### src/rtl/wfall_pkg.sv
// Shared definitions for the waterfall framebuffer controller: FSM state
// encoding, default display geometry and width helper functions.
package wfall_pkg;

  // Controller states; the top module mirrors these as logic [1:0] constants
  typedef enum logic [1:0] {
    WF_INIT    = 2'd0,
    WF_IDLE    = 2'd1,
    WF_CAPTURE = 2'd2
  } wfall_state_e;

  // Default geometry of the 320x240 LCD panel and the 12-bit ADC
  localparam int DEF_WIDTH    = 320;
  localparam int DEF_HEIGHT   = 240;
  localparam int DEF_PIX_W    = 8;
  localparam int DEF_SAMPLE_W = 12;
  localparam int DEF_DECIM    = 1;
  localparam int DEF_X_W      = 9;
  localparam int DEF_Y_W      = 8;

  // Counter width able to hold 0..n-1, never less than one bit
  function automatic int cnt_w(input int n);
    return (n > 1) ? $clog2(n) : 1;
  endfunction

  // Address width needed to cover a w x h framebuffer
  function automatic int fb_addr_w(input int w, input int h);
    return cnt_w(w * h);
  endfunction

  localparam int DEF_ADDR_W = fb_addr_w(DEF_WIDTH, DEF_HEIGHT);

endpackage

### src/rtl/wfall_decimator.sv
// Sample decimator for the waterfall controller: accepts ADC samples while
// enabled, counts DECIM samples per pixel and emits one pixel per group.
// Build option: WFALL_PEAK_HOLD_EN selects the maximum of each group;
// without it the first sample of each group is kept and the rest dropped.
module wfall_decimator
  import wfall_pkg::*;
#(
  parameter int SAMPLE_W = DEF_SAMPLE_W,
  parameter int PIX_W    = DEF_PIX_W,
  parameter int DECIM    = DEF_DECIM
) (
  input  logic                clk,
  input  logic                resetn,
  input  logic                enable,
  input  logic                clear,
  input  logic                sample_valid,
  input  logic [SAMPLE_W-1:0] sample_data,
  output logic                sample_ready,
  output logic                pix_valid,
  output logic [PIX_W-1:0]    pix_data
);

  localparam int DCNT_W = cnt_w(DECIM);

  logic [DCNT_W-1:0]   dcnt_reg;
  logic [SAMPLE_W-1:0] acc_reg;
  logic [SAMPLE_W-1:0] acc_next;
  logic                accept;
  logic                group_last;

  assign sample_ready = enable;
  assign accept       = sample_valid && enable;
  assign group_last   = (dcnt_reg == DCNT_W'(DECIM - 1));

  // Accumulator update: the first sample of a group always restarts it
  always_comb begin
    acc_next = acc_reg;
    if (dcnt_reg == '0) begin
      acc_next = sample_data;
`ifdef WFALL_PEAK_HOLD_EN
    end else if (sample_data > acc_reg) begin
      acc_next = sample_data;
`endif
    end
  end

  // The last sample of a group completes the pixel in the same cycle
  assign pix_valid = accept && group_last;
  assign pix_data  = acc_next[SAMPLE_W-1 -: PIX_W];

  // Group counter and accumulator; clear drops any partial group at row start
  always_ff @(posedge clk or negedge resetn) begin
    if (!resetn) begin
      dcnt_reg <= '0;
      acc_reg  <= '0;
    end else if (clear) begin
      dcnt_reg <= '0;
    end else if (accept) begin
      acc_reg  <= acc_next;
      dcnt_reg <= group_last ? '0 : dcnt_reg + DCNT_W'(1);
    end
  end

endmodule

### src/rtl/waterfall_fb_ctrl.sv
// Waterfall framebuffer controller: clears the RAM after reset, captures one
// decimated sample row into the oldest RAM row each vertical blank and
// rotates the row pointer so the newest row is shown at y=0. During active
// video it issues row-rotated pixel read addresses.
// Build option: WFALL_PEAK_HOLD_EN (peak hold decimation, see wfall_decimator).
module waterfall_fb_ctrl
  import wfall_pkg::*;
#(
  parameter int WIDTH    = DEF_WIDTH,
  parameter int HEIGHT   = DEF_HEIGHT,
  parameter int PIX_W    = DEF_PIX_W,
  parameter int SAMPLE_W = DEF_SAMPLE_W,
  parameter int DECIM    = DEF_DECIM,
  parameter int X_W      = DEF_X_W,
  parameter int Y_W      = DEF_Y_W,
  parameter int ADDR_W   = DEF_ADDR_W
) (
  input  logic                clk,
  input  logic                resetn,
  input  logic                visible,
  input  logic                lower_blank,
  input  logic [X_W-1:0]      x,
  input  logic [Y_W-1:0]      y,
  input  logic                sample_valid,
  input  logic [SAMPLE_W-1:0] sample_data,
  output logic                sample_ready,
  output logic [ADDR_W-1:0]   ram_addr,
  output logic [PIX_W-1:0]    ram_wdata,
  output logic                ram_we,
  output logic                init_done,
  output logic                row_strobe
);

  localparam int ROW_W  = cnt_w(HEIGHT);
  localparam int COL_W  = cnt_w(WIDTH);
  localparam int TOTAL  = WIDTH * HEIGHT;
  localparam int INIT_W = ADDR_W + 1;

  localparam logic [1:0] INIT    = WF_INIT;
  localparam logic [1:0] IDLE    = WF_IDLE;
  localparam logic [1:0] CAPTURE = WF_CAPTURE;

  logic [1:0]        state_reg;
  logic              blank_prev_reg;
  logic [ROW_W-1:0]  top_row_reg;
  logic [ROW_W-1:0]  wr_row_reg;
  logic [COL_W-1:0]  col_reg;
  logic [INIT_W-1:0] init_cnt_reg;

  logic              blank_rise;
  logic              dec_enable;
  logic              dec_clear;
  logic              pix_valid;
  logic [PIX_W-1:0]  pix_data;
  logic [ADDR_W-1:0] rd_sum;
  logic [ADDR_W-1:0] rd_row;
  logic [ADDR_W-1:0] rd_addr;
  logic [ADDR_W-1:0] wr_addr;
  logic              col_last;

  assign blank_rise = lower_blank && !blank_prev_reg;
  // Sampling pauses during active video so writes never collide with reads
  assign dec_enable = (state_reg == CAPTURE) && !visible;
  assign dec_clear  = (state_reg == IDLE) && blank_rise;
  assign col_last   = (col_reg == COL_W'(WIDTH - 1));

  wfall_decimator #(
    .SAMPLE_W (SAMPLE_W),
    .PIX_W    (PIX_W),
    .DECIM    (DECIM)
  ) u_decim (
    .clk          (clk),
    .resetn       (resetn),
    .enable       (dec_enable),
    .clear        (dec_clear),
    .sample_valid (sample_valid),
    .sample_data  (sample_data),
    .sample_ready (sample_ready),
    .pix_valid    (pix_valid),
    .pix_data     (pix_data)
  );

  // Address arithmetic: rotated display row and the capture write address
  always_comb begin
    rd_sum  = ADDR_W'(y) + ADDR_W'(top_row_reg);
    rd_row  = (rd_sum >= ADDR_W'(HEIGHT)) ? rd_sum - ADDR_W'(HEIGHT) : rd_sum;
    rd_addr = rd_row * ADDR_W'(WIDTH) + ADDR_W'(x);
    wr_addr = ADDR_W'(wr_row_reg) * ADDR_W'(WIDTH) + ADDR_W'(col_reg);
  end

  // Controller FSM: clear pass, wait for blank, capture one row, commit
  always_ff @(posedge clk or negedge resetn) begin
    if (!resetn) begin
      state_reg      <= INIT;
      blank_prev_reg <= 1'b0;
      top_row_reg    <= '0;
      wr_row_reg     <= '0;
      col_reg        <= '0;
      init_cnt_reg   <= '0;
      ram_addr       <= '0;
      ram_wdata      <= '0;
      ram_we         <= 1'b0;
      init_done      <= 1'b0;
      row_strobe     <= 1'b0;
    end else begin
      blank_prev_reg <= lower_blank;
      row_strobe     <= 1'b0;
      case (state_reg)
        INIT: begin
          if (init_cnt_reg == INIT_W'(TOTAL)) begin
            ram_we    <= 1'b0;
            ram_addr  <= '0;
            init_done <= 1'b1;
            state_reg <= IDLE;
          end else begin
            ram_we       <= 1'b1;
            ram_addr     <= init_cnt_reg[ADDR_W-1:0];
            ram_wdata    <= '0;
            init_cnt_reg <= init_cnt_reg + INIT_W'(1);
          end
        end
        CAPTURE: begin
          if (pix_valid) begin
            ram_we    <= 1'b1;
            ram_addr  <= wr_addr;
            ram_wdata <= pix_data;
            if (col_last) begin
              top_row_reg <= wr_row_reg;
              row_strobe  <= 1'b1;
              col_reg     <= '0;
              state_reg   <= IDLE;
            end else begin
              col_reg <= col_reg + COL_W'(1);
            end
          end else begin
            ram_we   <= 1'b0;
            ram_addr <= visible ? rd_addr : '0;
          end
        end
        default: begin
          // IDLE, and recovery path for the unused encoding
          ram_we   <= 1'b0;
          ram_addr <= visible ? rd_addr : '0;
          if (state_reg != IDLE) begin
            state_reg <= IDLE;
          end else if (blank_rise) begin
            wr_row_reg <= (top_row_reg == '0) ? ROW_W'(HEIGHT - 1)
                                              : top_row_reg - ROW_W'(1);
            col_reg    <= '0;
            state_reg  <= CAPTURE;
          end
        end
      endcase
    end
  end

endmodule
### config.mk
export PLATFORM = sky130hd
export DESIGN_NAME = waterfall_fb_ctrl
export DESIGN_NICKNAME = d
export VERILOG_FILES = /design/src/rtl/wfall_pkg.sv /design/src/rtl/wfall_decimator.sv /design/src/rtl/waterfall_fb_ctrl.sv
export SDC_FILE = /design/constraint.sdc
export NUM_CORES = 1
export LEC_CHECK = 0
export CAP_MARGIN = 25
export CELL_PAD_IN_SITES_DETAIL_PLACEMENT = 0
export CELL_PAD_IN_SITES_GLOBAL_PLACEMENT = 1
export CORE_MARGIN = 4
export CORE_UTILIZATION = 43
export DETAILED_ROUTE_END_ITERATION = 10
export PLACE_DENSITY = 0.83
export SLEW_MARGIN = 40
export SYNTH_ARGS = -nofsm -noshare
export SYNTH_HDL_FRONTEND = slang
export SYNTH_SLANG_ARGS = --single-unit
### constraint.sdc
create_clock -name clk -period 6.12 [get_ports clk]
set_input_delay 0.612 -clock clk [delete_from_list [all_inputs] [get_ports clk]]
set_output_delay 0.612 -clock clk [all_outputs]
set_load 0.005 [all_outputs]
==> summary.md, run 1 <==
| Metric | Value |
|---|---|
| Residual DRC count | 0 |
| Layout Nets | 665 |
| Post-Route WL | 11,000 um |
| Setup violators final | 0 |
| Syn Nets | 604 |
| Setup bufs post-CTS | 0 |
| Setup_tns | 0 ns |
| Site Rows | 38 |
| Vias/cell | 5.35 |
| Die X | 115 um |
| Status | completed |
| Port buffer count | 58 |
| Register area share after synthesis | 0.377 |
| Max FFs per register | 18 |
| Critical path data arrival time | 5.28 ns |
| HPWL after DPL | 8370 um |
| CTS buffer count | 9 |
| Max FO, Critical Path | 4 |
| Cell area after placement | 0.00564 mm^2 |
| Number of global-route vias before repair | 3,957 |
| Yosys warns | 0 |
| Antenna cells | 0 |
| Max Fclk | 197 MHz |
| Slew headroom | 0.487 |
| Area leader, netlist | dfrtp_1 |
| RD Place Congestion | 0.893 |
| Worst skew pair latency | 0.33 ns |
| Hold-fix buffers at CTS | 0 |
| Layout cell share with drive strength beyond 1 | 0.0638 |
| Startpoint Class | input port |
| Die height | 115 um |
| Largest net degree at the start of global routing | 75 |
| Final ANT Viol Nets | 0 |
| Skew final | 0.00885 ns |
| Final worst-path cycle share | 0.828 |
| Slew @ Worst Pin | 0.766 ns |
| Largest cells by area after synthesis | dfrtp_1 38%, ha_1 13%, xnor2_1 6.1% |
| Syn Area/Cell | 9.55 um^2 |
| Gr usage total | 0.178 |
| Max Cap Viol | 0 |
| DR pass1 iterations | 5 |
| Initial antenna violation count | 0 |
| CTS root buf | clkbuf_16 |
| Top-area cell type share of the netlist area | 0.377 |
| Initial DRC Count | 189 |
| DR WL/cell | 15.2 um |
| Number of synthesized flops with an enable pin | 0 |
| Core Box Area | 0.0110 mm^2 |
| CTS resizes | 0 |
| Die area | 0.0132 mm^2 |
| Dpl cells | 704 |
| Register area | 0.00185 mm^2 |
| Most frequent cell after synthesis | dfrtp_1 |
| Worst path required time | 6.33 ns |
| Total number of vias | 3,855 |
| R2R Path Start | top_row_reg[0]$_DFFE_PN0P_ |
| Clock-pin slew of the registers on the worst-case setup and hold paths | 0.06 ns |
| LEAKAGE | 2.74 nW |
| Final cell utilization of the core | 0.541 |
| Gate Count Post-Synth | 514 |
| Area grow syn2layout | 21.5% |
| R2R depth | 20 |
| Asr flop ratio synth | 1.00 |
| Mapped cell area | 0.00491 mm^2 |
| Distinct cell type count of the synthesized netlist | 56 |
| GR Overflow Total | 0 |
| Wire length of the first global-routing pass | 19,100 um |
| H-Tree Depth | 3 |
| Synth top cells by count | 74 x dfrtp_1, 63 x nand2_1, 51 x ha_1 |
| Critical path class | in -> reg |
| Critical Path End Type | register |
| Reg2Reg Setup Slack | 1.38 ns |
| Pins Over Slew Limit | 0 |
| Final hold violation count | 0 |
| CTS tree | done |
| RSZ-0062 raised after global routing | false |
| R2r endpoint | ram_addr[16]$_DFF_PN0_ |
| Initial Util | 0.445 |
| Top FF cell, synth | dfrtp_1 |
| Post-Layout Cell Count | 720 |
| Fin area | 0.00597 mm^2 |
| Clock buffer depth | 2 |
| FF+latch count, synth | 74 |
| Final Critical Period | 5.07 ns |
| Hold Crit Class | in -> async |
| Maximum vdd drop | 0.179 mV |
| Multi-input logic area | 0.00290 mm^2 |
| Sinks on Clock Net | 74 |
| Power Total | 2.07 mW |
| # IOs | 63 |
| # fillers | 1,023 |
| PwrDens | 347 mW/mm^2 |
report_power, final:
group | switching, mW | leakage [nW] | internal [mW]
sequential | 0.0759 | 0.939 | 0.597
combinational | 0.429 | 1.65 | 0.384
clock | 0.213 | 0.155 | 0.369
total | 0.718 | 2.74 | 1.35
layout make-up:
| type | instances | share of cell area |
|---|---|---|
| Tap cell | 140 | 0.0294 |
| Inverter | 34 | 0.0214 |
| Timing Repair Buffer | 58 | 0.0975 |
| Multi-Input combinational cell | 398 | 0.486 |
| Clock buffer | 10 | 0.0401 |
| Clock inverter | 6 | 0.0149 |
| Sequential cell | 74 | 0.310 |
placed cells by master (no fill, tap or decap), types with 4 or more instances in the layout:
| master | synthesis | layout |
|---|---|---|
| inv_1 | 34 | 34 |
| clkbuf_16 | 0 | 9 |
| nand4_1 | 8 | 8 |
| nor2_1 | 35 | 35 |
| nand3_1 | 13 | 13 |
| ha_1 | 51 | 51 |
| and3_1 | 6 | 6 |
| fa_1 | 5 | 5 |
| a21oi_1 | 23 | 23 |
| a31oi_1 | 4 | 4 |
| a222oi_1 | 7 | 7 |
| nor2b_1 | 10 | 10 |
| mux2_2 | 7 | 7 |
| a21o_1 | 5 | 5 |
| dfrtp_1 | 74 | 74 |
| nand2b_1 | 7 | 7 |
| o221ai_1 | 6 | 6 |
| o21ai_0 | 26 | 26 |
| xor2_1 | 27 | 27 |
| xnor2_1 | 34 | 34 |
| clkdlybuf4s50_1 | 0 | 57 |
| o21a_1 | 5 | 5 |
| nand2_1 | 63 | 63 |
| nor3_1 | 11 | 11 |
routing by layer:
layer / GRT usage / up-vias / wire [um]
met2: 0.286 / 64 / 5170
li1: - / 1925 / -
met3: 0.0326 / 18 / 381
met5: 0 / - / 0
met4: 0.0415 / 0 / 160
met1: 0.249 / 1848 / 5260
worst max path at each step:
stage	to	slack, ns	startpoint	cells past startpoint
after global placement	ram_addr[16]$_DFF_PN0_	0.81	y[0]	21
final	ram_addr[16]$_DFF_PN0_	1.05	y[0]	21
after CTS	ram_addr[16]$_DFF_PN0_	1.07	y[0]	21
after global routing	ram_addr[16]$_DFF_PN0_	0.79	y[0]	21
after detailed placement	ram_addr[16]$_DFF_PN0_	0.73	y[0]	21
after floorplan	ram_addr[16]$_DFF_PN0_	1.55	y[0]	20
worst max-delay path, stage by stage:
cell and delay (ns):
clkdlybuf4s50_1 0.49, ha_1 0.19, inv_1 0.06, fa_1 0.44, nor2b_4 0.14, o21a_1 0.12, or3_1 0.12, and2_1 0.17
ha_1 0.21, nand3_1 0.12, nand2_1 0.13, mux2_2 0.37, ha_1 0.28, ha_1 0.34, nor2b_1 0.17, a311o_1 0.40
and4b_1 0.21, a311oi_2 0.27, xnor2_1 0.18, xnor2_1 0.17, o211ai_2 0.09
stage by stage:
| step | hold slack, ns | worst slack, ns |
|---|---|---|
| after floorplan | 0.316 | 1.55 |
| after global placement | 0.463 | 0.806 |
| after detailed placement | 0.475 | 0.725 |
| after CTS | 0.324 | 1.07 |
| after global routing | 0.349 | 0.786 |
| final | 0.298 | 1.05 |
kinds of logic (layout without fill, tap and decap cells):
group / Yosys count / in the layout / share of synthesized area
compound gates: 100 / 100 / 0.141
mux: 8 / 8 / 0.0181
buf+inv: 42 / 108 / 0.0329
fa+ha+maj: 56 / 56 / 0.150
xor+xnor: 61 / 61 / 0.109
flops: 74 / 74 / 0.377
simple gates: 173 / 173 / 0.172
(Power assumes the default switching activity.)
==> run 2: changes to the inputs <==
- clock period: 6.12 -> 4.8 ns (I/O delays scaled with it)
==> run 2 against run 1 <==
Compared with the run above: worst setup slack worse by 0.83 ns; core utilization grew 2.6 points; clock-buffer cell count is the same; clock skew is 0.0029 ns lower; register-to-register slack got worse by 0.99 ns; sequential share of layout area decreased by 1.4 points; power rose by 33%; worst hold slack got worse by 0.13 ns; wire length increased by 3.8%; critical endpoint unchanged; critical path depth did not move.
==> summary.md, run 2 (same netlist as run 1, synthesis figures left out) <==
| Metric | Value |
|---|---|
| Max FO, Critical Path | 3 (was 4) |
| Critical path class | in -> reg (unchanged) |
| Slew @ Worst Pin | 0.722 ns (was 0.766 ns) |
| DR WL/cell | 15.2 um (about the same) |
| RD Place Congestion | 0.880 (was 0.893) |
| Met1 wire length | 5230 um (was 5260 um) |
| Total number of vias | 4,002 (was 3,855) |
| Final cell utilization of the core | 0.567 (was 0.541) |
| Site Rows | 38 (unchanged) |
| Cell area after placement | 0.00585 mm^2 (was 0.00564 mm^2) |
| Critical path data arrival time | 4.78 ns (was 5.28 ns) |
| Layout Nets | 694 (was 665) |
| Layout cell share with drive strength beyond 1 | 0.125 (was 0.0638) |
| Die X | 115 um (unchanged) |
| Skew final | 0.00599 ns (was 0.00885 ns) |
| Max Cap Viol | 0 (unchanged) |
| CTS root buf | clkbuf_16 (unchanged) |
| Initial antenna violation count | 0 (unchanged) |
| Status | completed (unchanged) |
| Max Fclk | 218 MHz |
| Clock-pin slew of the registers on the worst-case setup and hold paths | 0.06 ns (about the same) |
| Port buffer count | 58 (unchanged) |
| Critical-path cell list | clkdlybuf4s50_1 > ha_1 > inv_1 > fa_2 > nor2b_4 > o21a_1 > or3_1 > and2_1 > ha_2 > nand3_2 > nand2_2 > mux2_4 > ha_1 > ha_1 > nor2b_1 > a311o_1 > and4b_1 > a311oi_2 > xnor2_1 > xnor2_1 > o211ai_2 (was clkdlybuf4s50_1 > ha_1 > inv_1 > fa_1 > nor2b_4 > o21a_1 > or3_1 > and2_1 > ha_1 > nand3_1 > nand2_1 > mux2_2 > ha_1 > ha_1 > nor2b_1 > a311o_1 > and4b_1 > a311oi_2 > xnor2_1 > xnor2_1 > o211ai_2) |
| Die height | 115 um (unchanged) |
| Most common cell after layout, fill and taps aside | dfrtp_1 (unchanged) |
| Initial DRC Count | 273 (was 189) |
| Crit-path max cell delay | 0.43 ns (was 0.49 ns) |
| DR pass1 iterations | 5 (unchanged) |
| Post-Route WL | 11,400 um (was 11,000 um) |
| Setup violators final | 0 (unchanged) |
| H-Tree Depth | 3 (unchanged) |
| GR Overflow Total | 0 (unchanged) |
| Initial Util | 0.445 (unchanged) |
| Met3 Routed Length | 416 um (was 381 um) |
| Gr usage total | 0.181 (was 0.178) |
| Final worst-path cycle share | 0.953 |
| PwrDens | 439 mW/mm^2 (was 347 mW/mm^2) |
| Slowest cell on the critical path | clkdlybuf4s50_1 (unchanged) |
| Dpl cells | 732 (was 704) |
| Worst path required time | 5.01 ns (was 6.33 ns) |
| R2R depth | 20 (unchanged) |
| Slew headroom | 0.517 (was 0.487) |
| Hold Crit Class | in -> async (unchanged) |
| Top Metal Used | met4 (unchanged) |
| Reg2Reg Setup Slack | 0.39 ns (was 1.38 ns) |
| Number of global-route vias before repair | 4,060 (was 3,957) |
| Die area | 0.0132 mm^2 (unchanged) |
| Met2 WL post-DR | 5620 um (was 5170 um) |
| Max FFs per register | 18 (unchanged) |
| Final hold violation count | 0 (unchanged) |
| Most frequent cells in the layout | 74 x dfrtp_1, 62 x nand2_1, 57 x clkdlybuf4s50_1 (was 74 x dfrtp_1, 63 x nand2_1, 57 x clkdlybuf4s50_1) |
| Maximum vdd drop | 0.214 mV (was 0.179 mV) |
| Pins Over Slew Limit | 0 (unchanged) |
| Post-Layout Cell Count | 748 (was 720) |
| Final ANT Viol Nets | 0 (unchanged) |
| Clock buffer depth | 2 (unchanged) |
| Critical Path End Type | register (unchanged) |
| Vias/cell | 5.35 (about the same) |
| Startpoint Class | input port (unchanged) |
| Largest net degree at the start of global routing | 75 (unchanged) |
| Hold-fix buffers at CTS | 0 (unchanged) |
| HPWL after DPL | 8590 um (was 8370 um) |
| Sinks on Clock Net | 74 (unchanged) |
| Area grow syn2layout | 27.4% (was 21.5%) |
| Fin area | 0.00626 mm^2 (was 0.00597 mm^2) |
| CP endpoint | ram_addr[16]$_DFF_PN0_ (unchanged) |
| Wire length of the first global-routing pass | 19,400 um (was 19,100 um) |
| LEAKAGE | 2.89 nW (was 2.74 nW) |
| # IOs | 63 (unchanged) |
| Worst skew pair latency | 0.33 ns (about the same) |
| R2r endpoint | ram_addr[16]$_DFF_PN0_ (unchanged) |
| Antenna cells | 0 (unchanged) |
| R2R Path Start | top_row_reg[0]$_DFFE_PN0P_ (unchanged) |
| CTS tree | done (unchanged) |
| Core Box Area | 0.0110 mm^2 (unchanged) |
| CTS buffer count | 9 (unchanged) |
| Crit-path most repeated cell | ha_1 (unchanged) |
| CP Launch Point | y[0] (unchanged) |
| Final Critical Period | 4.58 ns |
| Residual DRC count | 0 (unchanged) |
run 2: cell types whose count changed in the layout (fill, tap and decap cells not counted), moves of 2 or more:
cell	delta
ha_1	-3
buf_4	+29
clkinvlp_4	-2
fa_1	-2
fa_2	+2
ha_4	+2
run 2: worst max-delay path, delay by kind of cell:
kind,cells,cell delay [ns]
adders and majority gates,5,1.26
and+or+nand+nor,7,1.05
AOI/OAI and AO/OA,4,0.82
buffers and inverters,2,0.50
muxes,1,0.33
xor gates and xnor gates,2,0.34
run 2: where the power goes:
group          internal [mW]  switching [mW]  total (mW)
logic                  0.557           0.572        1.13
clock network          0.505           0.255       0.760
registers              0.762          0.0964       0.858
total                   1.82           0.924        2.75
run 2: final cells by class:
cell class / instances / area, um^2
clock buffer: 10 / 229
clock inverter: 5 / 104
fill: 1002 / 4770
inverter: 34 / 128
multi-input combinational: 398 / 2970
sequential: 74 / 1850
tap: 140 / 175
timing repair buffer: 87 / 800
run 2: routing by layer:
| metal | up-vias | global-route usage |
|---|---|---|
| li1 | 1978 | - |
| met1 | 1930 | 0.249 |
| met2 | 81 | 0.303 |
| met3 | 13 | 0.0258 |
| met4 | 0 | 0.0423 |
| met5 | - | 0 |
run 2: repair_timing:
item | 4_1_cts | 5_1_grt
gates resized for setup | 0 | 13
buffers inserted | 0 | 1
endpoints found under the setup margin | 0 | 4
run 2: through the flow:
step	setup slack (ns)	hold slack (ns)	TNS, ns	power, mW
after detailed placement	-0.303	0.474	-0.697	1.97
after floorplan	0.358	0.184	0	1.51
after CTS	0.0374	0.199	0	2.74
after global placement	-0.151	0.461	-0.287	1.94
final	0.223	0.167	0	2.75
after global routing	-0.0239	0.219	-0.0392	2.94
run 2: how the worst min path moves through the flow:
stage,from,endpoint,depth (start not counted)
after floorplan,resetn,blank_prev_reg$_DFF_PN0_,0
after global placement,init_done$_DFFE_PN0P_,init_done$_DFFE_PN0P_,1
after detailed placement,ram_wdata[6]$_DFFE_PN0P_,ram_wdata[6]$_DFFE_PN0P_,2
after CTS,resetn,init_cnt_reg[10]$_DFFE_PN0P_,1
after global routing,resetn,ram_addr[3]$_DFF_PN0_,1
final,resetn,ram_addr[3]$_DFF_PN0_,1
==> run 3: changes to the inputs <==
- CORE_ASPECT_RATIO: not set -> 0.5
==> run 3 against run 2 <==
Compared with the run above: cell count is 0.80% higher; clock skew is 0.00069 ns lower; global-route usage is 0.48 points lower; combinational power hardly changed; power is 2.0% lower; design area is 0.68% higher; sequential share of layout area is 0.20 points lower; clock-buffer cell count is 2 higher; largest cell class unchanged.
==> summary.md, run 3 (same netlist as run 1, synthesis figures left out) <==
| Metric | Value |
|---|---|
| R2R Path Start | top_row_reg[0]$_DFFE_PN0P_ (unchanged) |
| Critical path data arrival time | 4.86 ns (was 4.78 ns) |
| Critical-path cell list | clkdlybuf4s50_1 > ha_1 > inv_1 > fa_2 > nor2b_4 > o21a_1 > or3_1 > and2_4 > ha_2 > nand3_1 > nand2_2 > mux2_4 > ha_4 > ha_4 > nor2b_1 > a311o_1 > and4b_1 > a311oi_2 > xnor2_1 > xnor2_1 > o211ai_2 (was clkdlybuf4s50_1 > ha_1 > inv_1 > fa_2 > nor2b_4 > o21a_1 > or3_1 > and2_1 > ha_2 > nand3_2 > nand2_2 > mux2_4 > ha_1 > ha_1 > nor2b_1 > a311o_1 > and4b_1 > a311oi_2 > xnor2_1 > xnor2_1 > o211ai_2) |
| Antenna cells | 0 (unchanged) |
| Startpoint Class | input port (unchanged) |
| Setup violators final | 0 (unchanged) |
| Layout cell share with drive strength beyond 1 | 0.131 (was 0.125) |
| Maximum vdd drop | 0.284 mV (was 0.214 mV) |
| Final worst-path cycle share | 0.969 (was 0.953) |
| Worst skew pair latency | 0.33 ns (about the same) |
| Vias/cell | 5.27 (was 5.35) |
| Clock buffer depth | 2 (unchanged) |
| DR pass1 iterations | 4 (was 5) |
| Fin area | 0.00630 mm^2 (was 0.00626 mm^2) |
| RD Place Congestion | 0.815 (was 0.880) |
| Sinks on Clock Net | 74 (unchanged) |
| Final hold slack | 0.140 ns (was 0.167 ns) |
| Die area | 0.0133 mm^2 (was 0.0132 mm^2) |
| CTS root buf | clkbuf_16 (unchanged) |
| LEAKAGE | 2.89 nW (about the same) |
| Die height | 83.6 um (was 115 um) |
| Residual DRC count | 0 (unchanged) |
| M2 GR Usage | 0.275 (was 0.303) |
| # fillers | 990 (was 1,002) |
| Wire length of the first global-routing pass | 19,300 um (was 19,400 um) |
| Gr busiest metal | met2 (unchanged) |
| Final worst setup slack | 0.151 ns (was 0.223 ns) |
| DP Worst Slack | -0.250 ns (was -0.303 ns) |
| Site Rows | 27 (was 38) |
| PwrDens | 427 mW/mm^2 (was 439 mW/mm^2) |
| Max FO, Critical Path | 3 (unchanged) |
| # IOs | 63 (unchanged) |
| Met3 Use GR | 0.0365 (was 0.0258) |
| Total number of vias | 3,976 (was 4,002) |
| Worst path required time | 5.01 ns (about the same) |
| CTS tree | done (unchanged) |
| M1 GR Usage | 0.248 (was 0.249) |
| Layout Nets | 694 (unchanged) |
| Final Critical Period | 4.65 ns (was 4.58 ns) |
| HPWL after DPL | 8640 um (was 8590 um) |
| Pins Over Slew Limit | 0 (unchanged) |
| Initial DRC Count | 263 (was 273) |
| Cell area after placement | 0.00586 mm^2 (was 0.00585 mm^2) |
| Setup bufs post-CTS | 0 (unchanged) |
| Slew @ Worst Pin | 0.725 ns (was 0.722 ns) |
| DR WL/cell | 15.1 um (was 15.2 um) |
| Post-Layout Cell Count | 754 (was 748) |
| Status | completed (unchanged) |
| Initial antenna violation count | 0 (unchanged) |
| CTS buffer count | 9 (unchanged) |
| CP Launch Point | y[0] (unchanged) |
| Number of global-route vias before repair | 3,933 (was 4,060) |
| Largest net degree at the start of global routing | 75 (unchanged) |
| Initial Util | 0.443 (was 0.445) |
| Top delay family on crit path | adder cells (unchanged) |
| Max Fclk | 215 MHz (was 218 MHz) |
| Most frequent cells in the layout | 74 x dfrtp_1, 62 x nand2_1, 57 x clkdlybuf4s50_1 (unchanged) |
| Clock-pin slew of the registers on the worst-case setup and hold paths | 0.06 ns (about the same) |
| Crit-path max cell delay | 0.50 ns (was 0.43 ns) |
| Core Box Area | 0.0111 mm^2 (was 0.0110 mm^2) |
| Final hold violation count | 0 (unchanged) |
| Critical Path End Type | register (unchanged) |
| Skew final | 0.00530 ns (was 0.00599 ns) |
| Dpl cells | 738 (was 732) |
| Post-Route WL | 11,400 um (about the same) |
| Final ANT Viol Nets | 0 (unchanged) |
| Gr usage total | 0.176 (was 0.181) |
| Critical path class | in -> reg (unchanged) |
| Worst path bufs/invs | 2 (unchanged) |
| Slowest cell on the critical path | clkdlybuf4s50_1 (unchanged) |
| Most common cell after layout, fill and taps aside | dfrtp_1 (unchanged) |
| Power Total | 2.69 mW (was 2.75 mW) |
| Die X | 159 um (was 115 um) |
| Hold Crit Class | in -> async (unchanged) |
| H-Tree Depth | 3 (unchanged) |
| GR Overflow Total | 0 (unchanged) |
| Port buffer count | 58 (unchanged) |
| Slew headroom | 0.514 (was 0.517) |
| Area grow syn2layout | 28.3% (was 27.4%) |
| Max Cap Viol | 0 (unchanged) |
| Max FFs per register | 18 (unchanged) |
run 3: path summary, 6_finish.rpt:
path / to / slack [ns] / cells past startpoint
min reg2reg: init_done$_DFFE_PN0P_ / 0.47 / 1
min: wr_row_reg[2]$_DFFE_PN0P_ / 0.14 / 1
max: ram_addr[16]$_DFF_PN0_ / 0.15 / 21
max reg2reg: ram_addr[16]$_DFF_PN0_ / 0.36 / 20
max in group asynchronous: col_reg[6]$_DFFE_PN0P_ / 4.15 / 1
min in group clk: init_done$_DFFE_PN0P_ / 0.47 / 1
run 3: where the power goes:
group | internal, mW | switching [mW] | total [mW]
combinational | 0.566 | 0.572 | 1.14
sequential | 0.762 | 0.0976 | 0.860
clock | 0.444 | 0.251 | 0.695
run 3: what timing repair did:
| action | in CTS | in global routing |
|---|---|---|
| hold buffers | 0 | 0 |
| resized for setup | 0 | 18 |
| setup endpoints to repair | 0 | 3 |
run 3: final cells by class:
class                      count  area [um^2]  share of cell area
inverter                      34          128              0.0203
timing repair buffer          87          800               0.127
sequential                    74         1850               0.294
multi-input combinational    398         3020               0.480
clock buffer                  12          267              0.0423
clock inverter                 4         48.8             0.00775
tap                          145          181              0.0288
run 3: layer usage:
metal,share of wire,vias to the layer above
met1,0.51,1924
met2,0.44,67
met4,0.013,0
li1,-,1973
met5,0,-
met3,0.034,12
run 3: stage by stage:
stage	util	TNS, ns
after floorplan	-	0
after global placement	0.528	-0.385
after detailed placement	0.529	-0.559
after CTS	0.557	0
after global routing	0.569	-0.0198
final	0.569	0
